`src/rtl/arbiter_puf_array_if.sv`:
```
// Request/response bundle for the arbiter PUF array:
// challenge/start in, voted response out over valid/ready.
interface arbiter_puf_array_if #(
  parameter int C_LENGTH = 8,
  parameter int N_CHAINS = 4
);
  logic [C_LENGTH-1:0] challenge;
  logic                start;
  logic                busy;
  logic [N_CHAINS-1:0] resp;
  logic [N_CHAINS-1:0] resp_stable;
  logic                resp_valid;
  logic                resp_ready;

  modport master (
    output challenge,
    output start,
    output resp_ready,
    input  busy,
    input  resp,
    input  resp_stable,
    input  resp_valid
  );

  modport slave (
    input  challenge,
    input  start,
    input  resp_ready,
    output busy,
    output resp,
    output resp_stable,
    output resp_valid
  );
endinterface

```
`src/rtl/arbiter_puf_array.sv`:
```
// N_CHAINS arbiter PUF delay chains with a launch-pulse
// controller, 2-flop sync and per-chain majority vote.
module arbiter_puf_array #(
  parameter int C_LENGTH      = 8,
  parameter int N_CHAINS      = 4,
  parameter int N_EVAL        = 7,
  parameter int SETTLE_CYCLES = 4
) (
  input  logic            clk,
  input  logic            rst_n,
  arbiter_puf_array_if.slave bus
);

  if (N_CHAINS < 1 || N_CHAINS > 8) begin : g_bad_chains
    $error("N_CHAINS must be 1..8");
  end
  if (N_EVAL < 1 || N_EVAL > 15 || (N_EVAL % 2) == 0)
  begin : g_bad_eval
    $error("N_EVAL must be odd and 1..15");
  end
  if (SETTLE_CYCLES < 3) begin : g_bad_settle
    $error("SETTLE_CYCLES must be >= 3");
  end

  localparam int W  = $clog2(N_EVAL + 1);
  localparam int CW = $clog2(SETTLE_CYCLES);
  localparam logic [W-1:0]  NE   = W'(N_EVAL);
  localparam logic [W-1:0]  HALF = W'(N_EVAL / 2);
  localparam logic [CW-1:0] CMAX = CW'(SETTLE_CYCLES - 1);

  typedef enum logic [1:0] {
    IDLE, LOW, HIGH, DONE
  } state_t;

  state_t              state_q, state_d;
  logic [CW-1:0]       cnt_q, cnt_d;
  logic [W-1:0]        idx_q, idx_d;
  logic [W-1:0]        ones_q  [N_CHAINS];
  logic [W-1:0]        ones_nx [N_CHAINS];
  logic                launch, launch_d;
  logic                accept, sample, finish;
  logic [C_LENGTH-1:0] ch_q;
  logic [N_CHAINS-1:0] arb_q;
  logic [N_CHAINS-1:0] sync1, sync_q;
  logic [N_CHAINS-1:0] resp_q, stable_q;
  logic                valid_q;

  // Each chain sees the challenge rotated left by its index.
  for (genvar k = 0; k < N_CHAINS; k++) begin : g_ch
    logic arb_bit;
    for (genvar i = 0; i < C_LENGTH; i++) begin : g_st
      localparam int SRC =
        (i + C_LENGTH - (k % C_LENGTH)) % C_LENGTH;
      (* dont_touch = "true" *) logic t;
      (* dont_touch = "true" *) logic b;
      logic ti, bi;
      if (i == 0) begin : g_in
        assign ti = launch;
        assign bi = launch;
      end else begin : g_in
        assign ti = g_st[i-1].t;
        assign bi = g_st[i-1].b;
      end
      assign t = ch_q[SRC] ? bi : ti;
      assign b = ch_q[SRC] ? ti : bi;
      if (i == C_LENGTH - 1) begin : g_arb
        always_ff @(posedge t) arb_bit <= b;
      end
    end
    assign arb_q[k] = arb_bit;
  end

  always_comb begin
    state_d  = state_q;
    cnt_d    = cnt_q;
    idx_d    = idx_q;
    launch_d = 1'b0;
    accept   = 1'b0;
    sample   = 1'b0;
    finish   = 1'b0;
    unique case (state_q)
      IDLE: begin
        if (bus.start) begin
          accept  = 1'b1;
          state_d = LOW;
          cnt_d   = '0;
          idx_d   = '0;
        end
      end
      LOW: begin
        if (cnt_q == CMAX) begin
          state_d  = HIGH;
          cnt_d    = '0;
          launch_d = 1'b1;
        end else begin
          cnt_d = cnt_q + 1'b1;
        end
      end
      HIGH: begin
        if (cnt_q == CMAX) begin
          sample = 1'b1;
          cnt_d  = '0;
          idx_d  = idx_q + 1'b1;
          if (idx_d == NE) begin
            finish  = 1'b1;
            state_d = DONE;
          end else begin
            state_d = LOW;
          end
        end else begin
          launch_d = 1'b1;
          cnt_d    = cnt_q + 1'b1;
        end
      end
      DONE: begin
        if (bus.resp_ready) state_d = IDLE;
      end
      default: state_d = IDLE;
    endcase
  end

  always_comb begin
    for (int k = 0; k < N_CHAINS; k++) begin
      ones_nx[k] = ones_q[k] + W'(sync_q[k]);
    end
  end

  always_ff @(posedge clk) begin
    if (!rst_n) begin
      state_q  <= IDLE;
      cnt_q    <= '0;
      idx_q    <= '0;
      launch   <= 1'b0;
      sync1    <= '0;
      sync_q   <= '0;
      resp_q   <= '0;
      stable_q <= '0;
      valid_q  <= 1'b0;
      for (int k = 0; k < N_CHAINS; k++) begin
        ones_q[k] <= '0;
      end
    end else begin
      state_q <= state_d;
      cnt_q   <= cnt_d;
      idx_q   <= idx_d;
      launch  <= launch_d;
      sync1   <= arb_q;
      sync_q  <= sync1;
      if (accept) ch_q <= bus.challenge;
      for (int k = 0; k < N_CHAINS; k++) begin
        if (accept) begin
          ones_q[k] <= '0;
        end else if (sample) begin
          ones_q[k] <= ones_nx[k];
        end
      end
      if (finish) begin
        valid_q <= 1'b1;
        for (int k = 0; k < N_CHAINS; k++) begin
          resp_q[k]   <= (ones_nx[k] > HALF);
          stable_q[k] <= (ones_nx[k] == '0) ||
                         (ones_nx[k] == NE);
        end
      end else if (state_q == DONE && bus.resp_ready) begin
        valid_q <= 1'b0;
      end
    end
  end

  assign bus.busy        = (state_q != IDLE);
  assign bus.resp        = resp_q;
  assign bus.resp_stable = stable_q;
  assign bus.resp_valid  = valid_q;

endmodule

```
`src/flat_wrapper.sv`:
```
// flat-port wrapper written by rule: the top's interface ports become plain ports
module arbiter_puf_array_flat 
#(
  parameter int C_LENGTH      = 8,
  parameter int N_CHAINS      = 4,
  parameter int N_EVAL        = 7,
  parameter int SETTLE_CYCLES = 4
)
  (clk, rst_n, bus_challenge, bus_start, bus_resp_ready, bus_busy, bus_resp, bus_resp_stable, bus_resp_valid);
  arbiter_puf_array_if #(.C_LENGTH(C_LENGTH), .N_CHAINS(N_CHAINS)) bus_i ();
  input  logic clk;
  input  logic rst_n;
  input wire logic [$bits(bus_i.challenge)-1:0] bus_challenge;
  input wire logic [$bits(bus_i.start)-1:0] bus_start;
  input wire logic [$bits(bus_i.resp_ready)-1:0] bus_resp_ready;
  output wire logic [$bits(bus_i.busy)-1:0] bus_busy;
  output wire logic [$bits(bus_i.resp)-1:0] bus_resp;
  output wire logic [$bits(bus_i.resp_stable)-1:0] bus_resp_stable;
  output wire logic [$bits(bus_i.resp_valid)-1:0] bus_resp_valid;
  assign bus_i.challenge = bus_challenge;
  assign bus_i.start = bus_start;
  assign bus_i.resp_ready = bus_resp_ready;
  assign bus_busy = bus_i.busy;
  assign bus_resp = bus_i.resp;
  assign bus_resp_stable = bus_i.resp_stable;
  assign bus_resp_valid = bus_i.resp_valid;
  arbiter_puf_array #(.C_LENGTH(C_LENGTH), .N_CHAINS(N_CHAINS), .N_EVAL(N_EVAL), .SETTLE_CYCLES(SETTLE_CYCLES)) u_core (.clk(clk), .rst_n(rst_n), .bus(bus_i));
endmodule
```
`config.mk`:
```
export PLATFORM = sky130hd
export DESIGN_NAME = arbiter_puf_array_flat
export DESIGN_NICKNAME = d
export VERILOG_FILES = /design/src/rtl/arbiter_puf_array_if.sv /design/src/rtl/arbiter_puf_array.sv /design/src/flat_wrapper.sv
export SDC_FILE = /design/constraint.sdc
export NUM_CORES = 1
export LEC_CHECK = 0
export ABC_AREA = 1
export CELL_PAD_IN_SITES_DETAIL_PLACEMENT = 2
export CELL_PAD_IN_SITES_GLOBAL_PLACEMENT = 2
export CORE_MARGIN = 5
export CORE_UTILIZATION = 30
export CTS_BUF_LIST = sky130_fd_sc_hd__clkbuf_2 sky130_fd_sc_hd__clkbuf_4 sky130_fd_sc_hd__clkbuf_8
export DETAILED_ROUTE_END_ITERATION = 10
export PLACE_DENSITY_LB_ADDON = 0.2
export SKIP_LAST_GASP = 1
export SLEW_MARGIN = 10
export SYNTH_ARGS = -nofsm -noshare
export SYNTH_HDL_FRONTEND = slang
export SYNTH_SLANG_ARGS = --single-unit
export TNS_END_PERCENT = 50
```
`constraint.sdc`:
```
create_clock -name clk -period 1.4 [get_ports clk]
set_input_delay 0.28 -clock clk [delete_from_list [all_inputs] [get_ports clk]]
set_output_delay 0.28 -clock clk [all_outputs]
set_load 0.03 [all_outputs]
```
==> impl_metrics.toml, run 1 <==
[outcome]
status = "complete, no violations"

[synthesis]
synthMuxAreaShare_pct = 0
ys_warn_count = 0
syn_inst = 197
synth_cell_types = 20
syn_area_sq_um = 1610
ys_seq_elements = 32
synth_area_per_cell_sq_um = 8.15
synth_top_family_by_area = "simple AND/OR/NAND/NOR gates"
async_flop_share_pct = 0
synth-compound-area-share_pct = 6.08
synthFlopType = "dfxtp_1"
synth-adder-area-share_pct = 11.7
synth_fp_nets = 224
synth_edf_count = 12
synthSimpleGateAreaFrac_pct = 23.8
yosys.area_share.xor_xnor_pct = 3.27
ys_seq_area_share_pct = 47.4

[power_and_ir_drop]
p_leak_nw = 1.03
switching_power_mw = 1.01
clkPwrFrac_pct = 29.4
sequentialPowerShare_pct = 37.6
total_power_mw = 3.01
p_sw_share_pct = 33.5
intPower_mw = 2.00
power_density_nw_per_um2 = 1370
ir_drop_mv = 0.840
p_comb_share_pct = 33.0

[layout]
n_antenna_cell = 0
seq_area_sq_um = 774
finish.utilization_pct = 42.7
mostFrequentLayoutCells = "nand2_1, nor2_1, inv_1, dfxtp_1"
final_common_cell = "nand2_1"
multi_input_area_sq_um = 880
fin_nets = 256
area_growth_pct = 36.9
num-fill-cells = 605
drive_above_1_share_pct = 27.0

[clock_tree]
clockBufferDepth = 2
clock_latency_ns = 0.29
clk_pin_slew_ns = 0.07
cts.htree.levels = 2
cts_hold_buf = 0
numCtsBuffers = 5
cts_tree = "yes"
cts_root_buf = "clkbuf_8"

[sta]
hold_viol_final = 0
worst_slew_pin_slew_ns = 0.347
fmax_mhz = 728
setup_ws_ns = 0.0273
maxSlewHeadroom_pct = 76.6
skew_ns = 0.00628
setup_tns_ns = 0
unclocked_pins = 1
untimed_endpoints = 1
slew_violations = 0
setup_viol = 0
fin_crit_sh_pct = 98.1
period_minus_slack_ns = 1.37
rsz0062_at_grt = "true"
holdWs_ns = 0.418

[global_route]
grt_pass1_wl_mm = 7.40
overflow = 0
grt_max_degree = 13
antenna_found_initial = 0
grt_pass1_vias = 1553
grt_use_total_pct = 13.7

[die]
row_count = 26
initial_core_util_pct = 31.2
pin_count = 22
die_w_microns = 83.2
fp.dieH_microns = 83.2
die_area_sq_um = 6910
core_sq_um = 5140

[worst_hold_path]
hold_path.class = "register to register"

[routing]
post-route-drc-count = 0
drt_wl_total_mm = 4.46
vias = 1368
drtIter0Drc = 32
ant_nets = 0
viasPerCell = 4.56
wl_per_cell_microns = 14.9
first_pass_iters = 2

[critical_path]
cp-start-kind = "register"
critPathArrivalTime_ns = 1.09
critPathKind = "register to output port"
critPathMaxFanout = 4
end_kind = "output port"
crit_required_ns = 1.12

[place]
port_buffers = 13
pre_cts_slack_ns = -0.203
dp.final_hpwl_mm = 3.14
gp_congestion = 0.776

[job]
maxCapViolations = 0
[path summary, 6_finish.rpt]
check / from / end / slack [ns] / cells after the start
setup / recovery: u_core.state_q[1] / bus_busy / 0.03 / 4
hold / removal: u_core.sync1[0] / u_core.sync_q[0] / 0.42 / 2
setup reg to reg: u_core.state_q[1] / u_core.state_q[1] / 0.05 / 10
hold reg to reg: u_core.sync1[0] / u_core.sync_q[0] / 0.42 / 2
[Yosys cell counts (2+ instances only)]
| master | number | area share [%] |
|---|---|---|
| nor2_1 | 40 | 9.4 |
| inv_1 | 28 | 6.5 |
| nand2_2 | 2 | 0.78 |
| ha_1 | 15 | 12 |
| nand2_1 | 44 | 10 |
| xnor2_1 | 3 | 1.6 |
| buf_2 | 2 | 0.62 |
| a21oi_2 | 2 | 1.1 |
| edfxtp_1 | 12 | 22 |
| o21ai_0 | 10 | 3.1 |
| dfxtp_1 | 20 | 25 |
| nand3_1 | 4 | 1.2 |
| a21oi_1 | 6 | 1.9 |
| xor2_1 | 3 | 1.6 |
[flip-flops by register name, indices dropped and copies added, names as in the netlist]
name,flops
u_core.ones_q,12
u_core.bus.resp,4
u_core.bus.resp_stable,4
u_core.idx_q,3
u_core.cnt_q,2
u_core.state_q,2
u_core.bus.resp_valid,1
u_core.g_ch.arb_bit,1
u_core.g_ch.g_st.b,1
u_core.sync1,1
u_core.sync_q,1
[power groups by stage]
stage / Sequential [mW] / Combinational, mW / Clock (mW)
after floorplan: 1.12 / 0.504 / 0
after global placement: 1.11 / 0.756 / 0
after detailed placement: 1.12 / 0.800 / 0
after CTS: 1.11 / 0.887 / 0.915
after global routing: 1.14 / 1.10 / 0.965
final: 1.13 / 0.993 / 0.882
[repair_timing]
action / 4_1_cts / 5_1_grt
gates resized for setup: 31 / 23
setup buffers: 3 / 1
gates cloned: 0 / 0
pin swaps: 4 / 9
setup endpoints to repair: 42 / 22
[stage by stage]
stage	area [sq um]	cells
2_1_floorplan	1610	197
3_3_place_gp	1900	289
3_5_place_dp	1900	289
4_1_cts	2070	299
5_1_grt	2200	300
6_report	2200	300
[critical path, stage by stage, from the launching register on]
cell and delay, ns:
dfxtp_4 0.36, inv_2 0.08, ha_4 0.18, inv_2 0.05, buf_6 0.13
[routing by layer]
| layer | global-route usage (%) | up-vias | wire length [microns] |
|---|---|---|---|
| li1 | - | 673 | - |
| met1 | 13.8 | 670 | 1770 |
| met2 | 25.8 | 13 | 2470 |
| met3 | 3.47 | 12 | 108 |
| met4 | 6.69 | 0 | 116 |
| met5 | 0 | - | 0 |
[cell type report]
type | count | area share [%]
multi-input combinational | 133 | 40.0
inverter | 30 | 5.24
timing repair buffer | 27 | 10.6
clock inverter | 3 | 1.77
clock buffer | 5 | 3.13
tap | 70 | 3.99
sequential | 32 | 35.3
[cell families after synthesis]
family / count (synthesis)
AND/OR/NAND/NOR: 94
AO/OA/AOI/OAI: 18
buffers and inverters: 32
adder cells (fa/ha/maj): 15
XOR/XNOR: 6
flip-flops: 32
Note: power is estimated with default switching activity, not from simulation.
==> run 2: changes to the inputs <==
--- a/config.mk
+++ b/config.mk
@@ -12,7 +12,7 @@
 export CORE_UTILIZATION = 30
 export CTS_BUF_LIST = sky130_fd_sc_hd__clkbuf_2 sky130_fd_sc_hd__clkbuf_4 sky130_fd_sc_hd__clkbuf_8
 export DETAILED_ROUTE_END_ITERATION = 10
-export PLACE_DENSITY_LB_ADDON = 0.2
+export PLACE_DENSITY = 0.79
 export SKIP_LAST_GASP = 1
 export SLEW_MARGIN = 10
 export SYNTH_ARGS = -nofsm -noshare
==> run 2 against run 1 <==
Compared with the run above: the run now ends with setup timing left; cell count is 0.33% higher; flip-flop and latch count did not move; clock power down 21%; critical path depth grew 1; final area is 0.11% higher; sequential power is essentially flat; via count is 0.73% lower; critical endpoint unchanged.
==> impl_metrics.toml, run 2 (synthesis gave the netlist of run 1 again) <==
[sta]
skew_ns = 0.00374
slew_violations = 0
fmax_mhz = 701
fin_crit_sh_pct = 102
setup_ws_ns = -0.0257
hold_viol_final = 0
untimed_endpoints = 1
rsz0062_at_grt = "true"
setup_viol = 1
maxSlewHeadroom_pct = 74.5
setup_tns_ns = -0.0257
unclocked_pins = 1
holdWs_ns = 0.412
period_minus_slack_ns = 1.43
worst_slew_pin_slew_ns = 0.378

[global_route]
grt_pass1_wl_mm = 7.04
antenna_found_initial = 0
overflow = 0
grtUsageMet3_pct = 3.27
grt.busiest_layer = "met2"
use_met2_pct = 22.5
grt_use_total_pct = 12.7
grt_pass1_vias = 1516
grt_max_degree = 13
grt_use_met1_pct = 14.4

[power_and_ir_drop]
total_power_mw = 2.86
p_leak_nw = 1.02
ir_drop_mv = 0.725
power_density_nw_per_um2 = 1300

[place]
dp_cells = 291
dp.final_hpwl_mm = 3.08
placed_cell_area_sq_um = 1910
port_buffers = 13
gp_congestion = 0.726
pre_cts_slack_ns = -0.161

[die]
row_count = 26
die_w_microns = 83.2
pin_count = 22
die_area_sq_um = 6910
fp.dieH_microns = 83.2
core_sq_um = 5140
initial_core_util_pct = 31.2

[worst_hold_path]
hold_path.class = "register to register"
whs_path_depth = 2
worstHoldEndpoint = "u_core.sync_q[0]"
worstHoldStart = "u_core.sync1[0]"

[job]
maxCapViolations = 0

[clock_tree]
clock_latency_ns = 0.28
numCtsBuffers = 5
cts_root_buf = "clkbuf_8"
clk_pin_slew_ns = 0.07
cts.htree.levels = 2
cts_tree = "yes"
clockBufferDepth = 2

[layout]
fin_cells = 301
final_common_cell = "nor2_1"
area_growth_pct = 37.0
finish.utilization_pct = 42.8
n_antenna_cell = 0
largest_register_ffs = 12
fin_nets = 257
drive_above_1_share_pct = 27.3
regMostFlops = "u_core.ones_q"
mostFrequentLayoutCells = "nor2_1, nand2_1, inv_1, dfxtp_1"
stdcell_area_sq_um = 2200

[critical_path]
r2r_end = "u_core.idx_q[0]"
crit_start = "u_core.state_q[1]"
cpMostUsedCell = "buf_6"
critPathMaxFanout = 4
path_cells = "inv_2, ha_4, buf_6, inv_4, buf_6"
cp-start-kind = "register"
end_kind = "output port"
reg2reg_from = "u_core.state_q[0]"
r2r_cells = 8
crit_required_ns = 1.12
critical-path-max-stage-delay_ns = 0.35
crit_path_top_delay_cell = "dfxtp_2"
r2r_setup_slack_ns = 0.02
critPathArrivalTime_ns = 1.15
critPathKind = "register to output port"

[outcome]
violations = "setup timing"
status = "finished, violations left"

[routing]
ant_nets = 0
wl_per_cell_microns = 15.1
viasPerCell = 4.51
post-route-drc-count = 0
first_pass_iters = 4
drt_wl_total_mm = 4.54
vias = 1358
drtIter0Drc = 63
run 2: report_power, final:
group,internal (mW),switching (mW)
Sequential,1.05,0.0853
Clock,0.358,0.342
Combinational,0.447,0.572
Total,1.86,0.999
run 2: cell type report:
type	instances	area, sq um
flip-flops and latches	32	776
fillers	614	2940
inverters	30	118
repair buffers	28	244
well taps	70	87.6
clock inverters	2	7.51
multi-input cells	133	891
clock buffers	6	76.3
run 2: per-layer routing:
metal / wire, microns / vias up
met5: 0 / -
li1: - / 674
met1: 1860 / 649
met3: 126 / 10
met2: 2470 / 25
met4: 79 / 0
run 2: timing repair:
item                       CTS  global route
hold buffers                 0             0
pin swaps                    1            13
setup buffers                0             2
gates resized for setup     12            45
setup endpoints to repair   25            37
run 2: critical path, delay by kind of cell (launching register included):
| family | cells | cell delay, ns |
|---|---|---|
| flops | 1 | 0.35 |
| buf+inv | 4 | 0.34 |
| fa+ha+maj | 1 | 0.17 |
run 2: how the worst max path moves through the flow:
stage | end | cells after the start
finish | bus_busy | 5
global route | u_core.cnt_q[0] | 6
CTS | bus_busy | 5
detailed placement | u_core.ones_q[0][0] | 6
global placement | u_core.state_q[1] | 8
floorplan | u_core.ones_q[1][2] | 7
